--- src/rtl/ac_cmd_sequencer.sv ---
// Command sequencer for the ac flop stage: queues SET/CLR/TOG/HOLD commands with
// repeat counts, drives a/c one command-cycle per clock and tracks the flop's q.
module ac_cmd_sequencer #(
    parameter int DEPTH = 4,
    parameter int CNT_W = 4
) (
    input  logic                   clk,
    input  logic                   rst_n,
    input  logic                   cmd_valid,
    output logic                   cmd_ready,
    input  logic [1:0]             cmd_op,
    input  logic [CNT_W-1:0]       cmd_cnt,
    input  logic                   q_fb,
    output logic                   a,
    output logic                   c,
    output logic                   busy,
    output logic                   done,
    output logic                   q_model,
    output logic                   model_valid,
    output logic                   mismatch,
    output logic [$clog2(DEPTH):0] level
);

    localparam int AW = $clog2(DEPTH);
    localparam int LW = AW + 1;
    localparam int EW = CNT_W + 2;
    localparam logic [LW-1:0] FULL_LEVEL = LW'(DEPTH);

    localparam logic [0:0] IDLE = 1'b0;
    localparam logic [0:0] RUN  = 1'b1;

    localparam logic [1:0] AC_SET  = 2'b00;
    localparam logic [1:0] AC_CLR  = 2'b01;
    localparam logic [1:0] AC_TOG  = 2'b10;
    localparam logic [1:0] AC_HOLD = 2'b11;

    logic [EW-1:0]    mem_q [DEPTH];
    logic [AW-1:0]    wrPtr_q, wrPtr_d;
    logic [AW-1:0]    rdPtr_q, rdPtr_d;
    logic [LW-1:0]    level_q, level_d;
    logic [0:0]       state_q, state_d;
    logic [1:0]       ac_q, ac_d;
    logic [CNT_W-1:0] remain_q, remain_d;
    logic             qModel_q, qModel_d;
    logic             modelValid_q, modelValid_d;
    logic             mismatch_q, mismatch_d;

    logic             push;
    logic             pop;
    logic             fifoEmpty;
    logic [1:0]       headOp;
    logic [CNT_W-1:0] headCnt;

    assign fifoEmpty          = (level_q == '0);
    assign cmd_ready          = (level_q != FULL_LEVEL);
    assign push               = cmd_valid & cmd_ready;
    assign {headOp, headCnt}  = mem_q[rdPtr_q];

    // A command holds a/c while cycles remain; on its last cycle the next one is
    // popped straight away so back-to-back commands run without a bubble.
    always_comb begin
        state_d  = state_q;
        ac_d     = ac_q;
        remain_d = remain_q;
        pop      = 1'b0;
        if ((state_q == RUN) && (remain_q != '0)) begin
            remain_d = remain_q - CNT_W'(1);
        end else if (!fifoEmpty) begin
            pop      = 1'b1;
            ac_d     = headOp;
            remain_d = (headCnt == '0) ? '0 : headCnt - CNT_W'(1);
            state_d  = RUN;
        end else begin
            ac_d    = AC_HOLD;
            state_d = IDLE;
        end
    end

    always_comb begin
        wrPtr_d = push ? wrPtr_q + AW'(1) : wrPtr_q;
        rdPtr_d = pop ? rdPtr_q + AW'(1) : rdPtr_q;
        level_d = level_q;
        if (push && !pop) begin
            level_d = level_q + LW'(1);
        end else if (pop && !push) begin
            level_d = level_q - LW'(1);
        end
    end

    // The ac stage samples ac_q on every edge; q_fb seen now is the result of the
    // previous edge, which is exactly what qModel_q currently holds.
    always_comb begin
        qModel_d     = qModel_q;
        modelValid_d = modelValid_q;
        mismatch_d   = mismatch_q | (modelValid_q & (q_fb ^ qModel_q));
        case (ac_q)
            AC_SET: begin
                qModel_d     = 1'b1;
                modelValid_d = 1'b1;
            end
            AC_CLR: begin
                qModel_d     = 1'b0;
                modelValid_d = 1'b1;
            end
            AC_TOG:  qModel_d = ~qModel_q;
            default: qModel_d = qModel_q;
        endcase
    end

    always_ff @(posedge clk or negedge rst_n) begin
        if (!rst_n) begin
            wrPtr_q      <= '0;
            rdPtr_q      <= '0;
            level_q      <= '0;
            state_q      <= IDLE;
            ac_q         <= AC_HOLD;
            remain_q     <= '0;
            qModel_q     <= 1'b0;
            modelValid_q <= 1'b0;
            mismatch_q   <= 1'b0;
        end else begin
            wrPtr_q      <= wrPtr_d;
            rdPtr_q      <= rdPtr_d;
            level_q      <= level_d;
            state_q      <= state_d;
            ac_q         <= ac_d;
            remain_q     <= remain_d;
            qModel_q     <= qModel_d;
            modelValid_q <= modelValid_d;
            mismatch_q   <= mismatch_d;
        end
    end

    always_ff @(posedge clk) begin
        if (push) begin
            mem_q[wrPtr_q] <= {cmd_op, cmd_cnt};
        end
    end

    assign a           = ac_q[1];
    assign c           = ac_q[0];
    assign done        = (state_q == RUN) && (remain_q == '0);
    assign busy        = (state_q == RUN) || !fifoEmpty;
    assign q_model     = qModel_q;
    assign model_valid = modelValid_q;
    assign mismatch    = mismatch_q;
    assign level       = level_q;

endmodule

--- config.mk ---
export PLATFORM = sky130hd
export DESIGN_NAME = ac_cmd_sequencer
export DESIGN_NICKNAME = d
export VERILOG_FILES = /design/src/rtl/ac_cmd_sequencer.sv
export SDC_FILE = /design/constraint.sdc
export NUM_CORES = 1
export LEC_CHECK = 0
export BUFFER_PORTS_ARGS = -buffer_cell sky130_fd_sc_hd__buf_2
export CORE_ASPECT_RATIO = 1.25
export CORE_MARGIN = 8
export CORE_UTILIZATION = 60
export DETAILED_ROUTE_END_ITERATION = 12
export PLACE_DENSITY = 0.82
export RECOVER_POWER = 25
export SLEW_MARGIN = 20
export SYNTH_ARGS = -nofsm -noshare
export SYNTH_HDL_FRONTEND = slang
export SYNTH_SLANG_ARGS = --single-unit
--- constraint.sdc ---
create_clock -name clk -period 6.1 [get_ports clk]
set_clock_uncertainty 0.15 [all_clocks]
set_input_delay 1.22 -clock clk [delete_from_list [all_inputs] [get_ports clk]]
set_output_delay 1.22 -clock clk [all_outputs]
set_load 0.01 [all_outputs]
==> flow_metrics.tcl, run 1 <==
set metrics [dict create \
    hold_path_depth 1 \
    peakVddDrop_mv 0.3371 \
    min_to "mismatch" \
    htree_levels 2 \
    syn-instance-count 117 \
    setup_tns_ns 0 \
    ys_async_sr_fraction_pct 41.46 \
    netlist_area_um2 1805 \
    gp_congestion 0.8409 \
    synth_cell_type_count 34 \
    ys_warn_count 0 \
    wl_per_cell_um 16.82 \
    post-route-util_pct 68.18 \
    worst_setup_path_end_kind "register" \
    dr.pass1.iters 4 \
    cts_resized 0 \
    final_cell_mix "edfxtp_1 (24), buf_2 (18), dfrtp_1 (15), nand2_1 (7)" \
    hpwlAfterDp_um 2230 \
    antenna_left 0 \
    final_common_cell "edfxtp_1" \
    post-route-min-period_ns 3.081 \
    synthTopCellsByArea "edfxtp_1 (40%), dfrtp_1 (21%), mux4_1 (5.8%), ha_1 (4.2%), dfstp_2 (2.9%)" \
    die_h_um 77.33 \
    grt_pass1_wl_um 4830 \
    r2r_cells 9 \
    post_route_cells_drive_above_1_share_pct 23.94 \
    syn_to_final_growth_pct 10.19 \
    clockBufferDepth 2 \
    muxShareOfSynthArea_pct 10.74 \
    ys_seq_area_share_pct 63.62 \
    coreArea_um2 2918 \
    hp-class "reg -> reg" \
    ff2ff_setup_slack_ns 3.02 \
    numCtsBuffers 5 \
    final_area_um2 1989 \
    required_ns 6.20 \
    ios 21 \
    gr-usage-all-layers_pct 12.81 \
    synth_top_family_by_area "multiplexers" \
    start_util_pct 61.88 \
    rsz0062_at_grt "false" \
    r2r_end "level[1]" \
    synth-main-ff-cell "edfxtp_1" \
    final.period_utilization_pct 50.50 \
    postCtsSetupRepairBufs 0 \
    clkTransAtPathRegs_ns 0.12 \
    nNetsFinal 158 \
    hold_viol_final 0 \
    slew_viol_final 0 \
    drtIter0Drc 38 \
    max-cap-violations 0 \
    power_density_nw_per_um2 476.8 \
    critical-path-top-delay-family "adder cells" \
    min-delay-start "mismatch" \
    synth_simple_gate_area_share_pct 8.455 \
    critPathMaxFanout 11 \
    synth_area_per_cell_um2 15.43 \
    cts_sinks 41 \
    synth_top_cell_by_area "edfxtp_1" \
    n_antenna_cell 0 \
    fmax_ghz 0.3246 \
    synthAdderAreaFrac_pct 5.267 \
    die_area_um2 5031 \
    setup.worst_path.class "reg -> reg" \
    cp_slowest_cell "o21ai_1" \
    grt_overflow 0 \
    synth.top_cell.area_share_pct 39.92 \
    synth_fp_nets 134 \
    cts_hold_buffers 0 \
    io_buffers 20 \
    die_x_um 65.07 \
    cts_root_buf "clkbuf_4" \
    critPathArrivalTime_ns 3.18 \
    status "finished clean" \
    ys_ff_latch 41 \
    max_slew_margin_pct 38.42 \
    r2r_start "remain_q[0]" \
    drc 0 \
    antenna_found_initial 0 \
    crit_buf_inv 2 \
    drt_wl_total_um 2994 \
    synth_compound_area_share_pct 5.752 \
    crit_chain "inv_1 -> ha_1 -> nand2b_1 -> o21ai_1 -> nand2_1 -> ha_1 -> inv_1 -> fa_1 -> mux2_2" \
    grt_pass1_vias 1070 \
    setup_viol 0 \
    fill_cells 232 \
    dpl_cell_area_um2 1932 \
    cts_tree "done" \
    insertion_delay_ns 0.35 \
    worst_pin_slew_ns 0.9237 \
    fp-row-count 22 \
    synth_edf_count 24 \
    slowest_delay_ns 0.62 \
    grt_start_max_net_pins 18 \
    synth_xor_area_share_pct 3.881 \
    viasPerCell 5.685 \
    critPathLaunchType "register" \
    vias 1012 \
    leakagePower_uw 0.0007736 \
]
-- sequential cells by signal, summed over array words and instances (netlist names) --
signal / cells
state_q: 1
remain_q: 4
level: 3
q_model: 1
mismatch: 1
ac_q: 2
mem_q: 24
wrPtr_q: 2
rdPtr_q: 2
model_valid: 1
-- layer usage --
metal	vias to the layer above	GRT usage, %	share of wire [%]
li1	480	-	-
met1	492	13.04	41
met2	32	21.64	51
met3	8	5.747	6.0
met4	0	6.346	2.4
met5	-	0	0
-- worst register-to-register path, stage by stage (launching register included) --
cell and delay, ns:
dfrtp_1 0.40, inv_1 0.10, ha_1 0.21, nand2b_1 0.11, o21ai_1 0.62, nand2_1 0.35
ha_1 0.32, inv_1 0.07, fa_1 0.39, mux2_2 0.26
-- report_power, final --
part	switching [µW]	internal, µW
Clock	89.2	44.5
Combinational	185	177
Sequential	68.7	384
Total	342	606
-- cell type report --
class	count	area [µm²]	area share, %
flip-flops and latches	41	1149	57.74
multi-input cells	67	615.6	30.94
well taps	36	45.04	2.264
clock inverters	3	22.52	1.132
inverters	6	22.52	1.132
clock buffers	5	37.54	1.887
repair buffers	20	97.59	4.906
-- synthesized netlist by cell type, drive strengths merged (3+ instances only) --
cell type,count
edfxtp,24
dfrtp,15
nand2,7
ha,6
inv,6
mux4,6
nor2,6
and3,4
nand2b,4
xnor2,4
xor2,4
mux2,3
-- how the worst max path moves through the flow --
stage,start,end,slack (ns),cells after the start
final,remain_q[0],level[1],3.02,9
after global routing,remain_q[0],level[1],2.79,9
after CTS,remain_q[0],level[1],2.66,9
after detailed placement,remain_q[0],level[1],2.68,9
after global placement,remain_q[0],level[1],2.94,9
after floorplan,cmd_valid,level[2],3.47,7
-- cells by family after synthesis --
logic type,after synthesis
flip-flops,41
AND/OR/NAND/NOR,30
AO/OA/AOI/OAI,12
multiplexers,10
buffers and inverters,9
XOR/XNOR,8
adder cells (fa/ha/maj),7
-- stage by stage --
stage          total power, µW  instances  setup slack, ns  hold slack [ns]
3_5_place_dp             829.5        170            2.680           0.3058
3_3_place_gp             805.1        170            2.938           0.2828
2_1_floorplan            731.3        117            3.475           0.3194
4_1_cts                  963.1        178            2.660           0.3344
6_report                 948.6        178            3.019           0.3249
5_1_grt                   1019        178            2.795           0.3632
Power figures use the tool's default switching activity.
==> run 2: changes to the inputs <==
--- a/config.mk
+++ b/config.mk
@@ -8,9 +8,9 @@
 export BUFFER_PORTS_ARGS = -buffer_cell sky130_fd_sc_hd__buf_2
 export CORE_ASPECT_RATIO = 1.25
 export CORE_MARGIN = 8
-export CORE_UTILIZATION = 60
+export CORE_UTILIZATION = 56
 export DETAILED_ROUTE_END_ITERATION = 12
-export PLACE_DENSITY = 0.82
+export PLACE_DENSITY = 0.77
 export RECOVER_POWER = 25
 export SLEW_MARGIN = 20
 export SYNTH_ARGS = -nofsm -noshare
==> constraint.sdc (replaced) <==
create_clock -name clk -period 2.85 [get_ports clk]
set_clock_uncertainty 0.15 [all_clocks]
set_input_delay 0.57 -clock clk [delete_from_list [all_inputs] [get_ports clk]]
set_output_delay 0.57 -clock clk [all_outputs]
set_load 0.01 [all_outputs]
==> flow_metrics.tcl, run 2 (synthesis results as in run 1) <==
set metrics [dict create \
    status "finished clean" \
    gp_congestion 0.8843 \
    io_buffers 20 \
    setup.worst_path.class "reg -> reg" \
    fin_cells 181 \
    antenna_left 0 \
    die_h_um 79.49 \
    hpwlAfterDp_um 2259 \
    gr-usage-all-layers_pct 12.72 \
    cts_root_buf "clkbuf_8" \
    ff2ff_setup_slack_ns 0.36 \
    dr.pass1.iters 4 \
    drtIter0Drc 46 \
    htree_levels 2 \
    critPathLaunchType "register" \
    fill_cells 222 \
    power_density_nw_per_um2 1084 \
    post-route-min-period_ns 2.489 \
    grt_start_max_net_pins 18 \
    numCtsBuffers 5 \
    max-cap-violations 0 \
    wl_per_cell_um 16.71 \
    cts_tree "done" \
    insertion_delay_ns 0.29 \
    grt_pass1_vias 1097 \
    coreArea_um2 3137 \
    peakVddDrop_mv 0.7821 \
    worst_setup_path_end_kind "register" \
    setup_tns_ns 0 \
    largest_register "mem_q" \
    largest_reg_flops 24 \
    die_x_um 66.79 \
    final_cell_mix "edfxtp_1 (24), buf_2 (17), dfrtp_1 (15), nand2_1 (7)" \
    leakagePower_uw 0.0008132 \
    final.period_utilization_pct 87.34 \
    antenna_found_initial 0 \
    ios 21 \
    viasPerCell 5.729 \
    r2r_cells 9 \
    required_ns 2.88 \
    r2r_end "level[1]" \
    setup_viol 0 \
    postCtsSetupRepairBufs 0 \
    n_antenna_cell 0 \
    final_common_cell "edfxtp_1" \
    cts_hold_buffers 0 \
    fmax_ghz 0.4017 \
    worst_pin_slew_ns 0.9366 \
    clkTransAtPathRegs_ns 0.08 \
    start_util_pct 57.56 \
    cts_resized 0 \
    grt_pass1_wl_um 5009 \
    grt_overflow 0 \
    fp-row-count 23 \
    slew_viol_final 0 \
    r2r_start "remain_q[1]" \
    hp-class "in -> async" \
    dp_cells 173 \
    syn_to_final_growth_pct 14.07 \
    die_area_um2 5308 \
    post_route_cells_drive_above_1_share_pct 25.00 \
    drc 0 \
    hold_viol_final 0 \
    critPathArrivalTime_ns 2.52 \
    drt_wl_total_um 3024 \
    critPathMaxFanout 6 \
    max_slew_margin_pct 37.56 \
    clockBufferDepth 2 \
    nNetsFinal 160 \
    rsz0062_at_grt "false" \
    cts_sinks 41 \
    vias 1037 \
]
[run 2: cell count changes in the layout (fill, tap and decap cells not counted), sizes merged]
cell	before	now
buf	18	19
clkbuf	7	8
clkinv	0	1
bufinv	0	1
clkinvlp	3	1
[run 2: power by group]
part	switching, µW	internal [µW]	total (µW)
Combinational	403	393	796
Clock	204	262	466
Sequential	145	825	970
Total	752	1480	2230
[run 2: how the worst max path moves through the flow]
stage,from,end,slack (ns),cells after the start
final,remain_q[1],level[1],0.36,9
after global routing,remain_q[0],level[1],0.18,9
after global placement,remain_q[0],level[1],0.41,9
after floorplan,level[1],level[2],0.56,8
after CTS,remain_q[1],level[1],0.36,9
after detailed placement,remain_q[1],level[1],0.36,9
[run 2: final cells by class]
cell class,count,area [µm²],area share (%)
Clock buffer,5,68.82,3.341
Clock inverter,3,46.29,2.248
Inverter,6,22.52,1.094
Multi-Input combinational cell,67,615.6,29.89
Sequential cell,41,1149,55.77
Tap cell,37,46.29,2.248
Timing Repair Buffer,22,111.4,5.407
[run 2: critical path, stage by stage (launching register included)]
cell and delay (ns):
dfrtp_1 0.38, inv_1 0.09, ha_1 0.19, nand2b_1 0.10
o21ai_0 0.21, nand2_1 0.22, ha_1 0.27, inv_1 0.07
fa_1 0.41, mux2_2 0.28
[run 2: stage by stage]
stage | setup WS (ns) | total power [µW] | hold slack, ns | area, µm² | util (%)
after global placement | 0.4051 | 1736 | 0.2845 | 1948 | 62.11
after global routing | 0.1767 | 2398 | 0.3194 | 2059 | 65.66
after CTS | 0.3579 | 2255 | 0.03689 | 2063 | 65.78
after detailed placement | 0.3624 | 1788 | 0.3202 | 1948 | 62.11
after floorplan | 0.5622 | 1565 | 0.1244 | 1805 | -
final | 0.3607 | 2233 | 0.2380 | 2059 | 65.66
[run 2: metal layers]
metal | global-route usage [%] | part of all wire [%]
met1 | 13.58 | 41
met2 | 20.33 | 51
met3 | 5.056 | 5.9
met4 | 7.923 | 1.9
met5 | 0 | 0
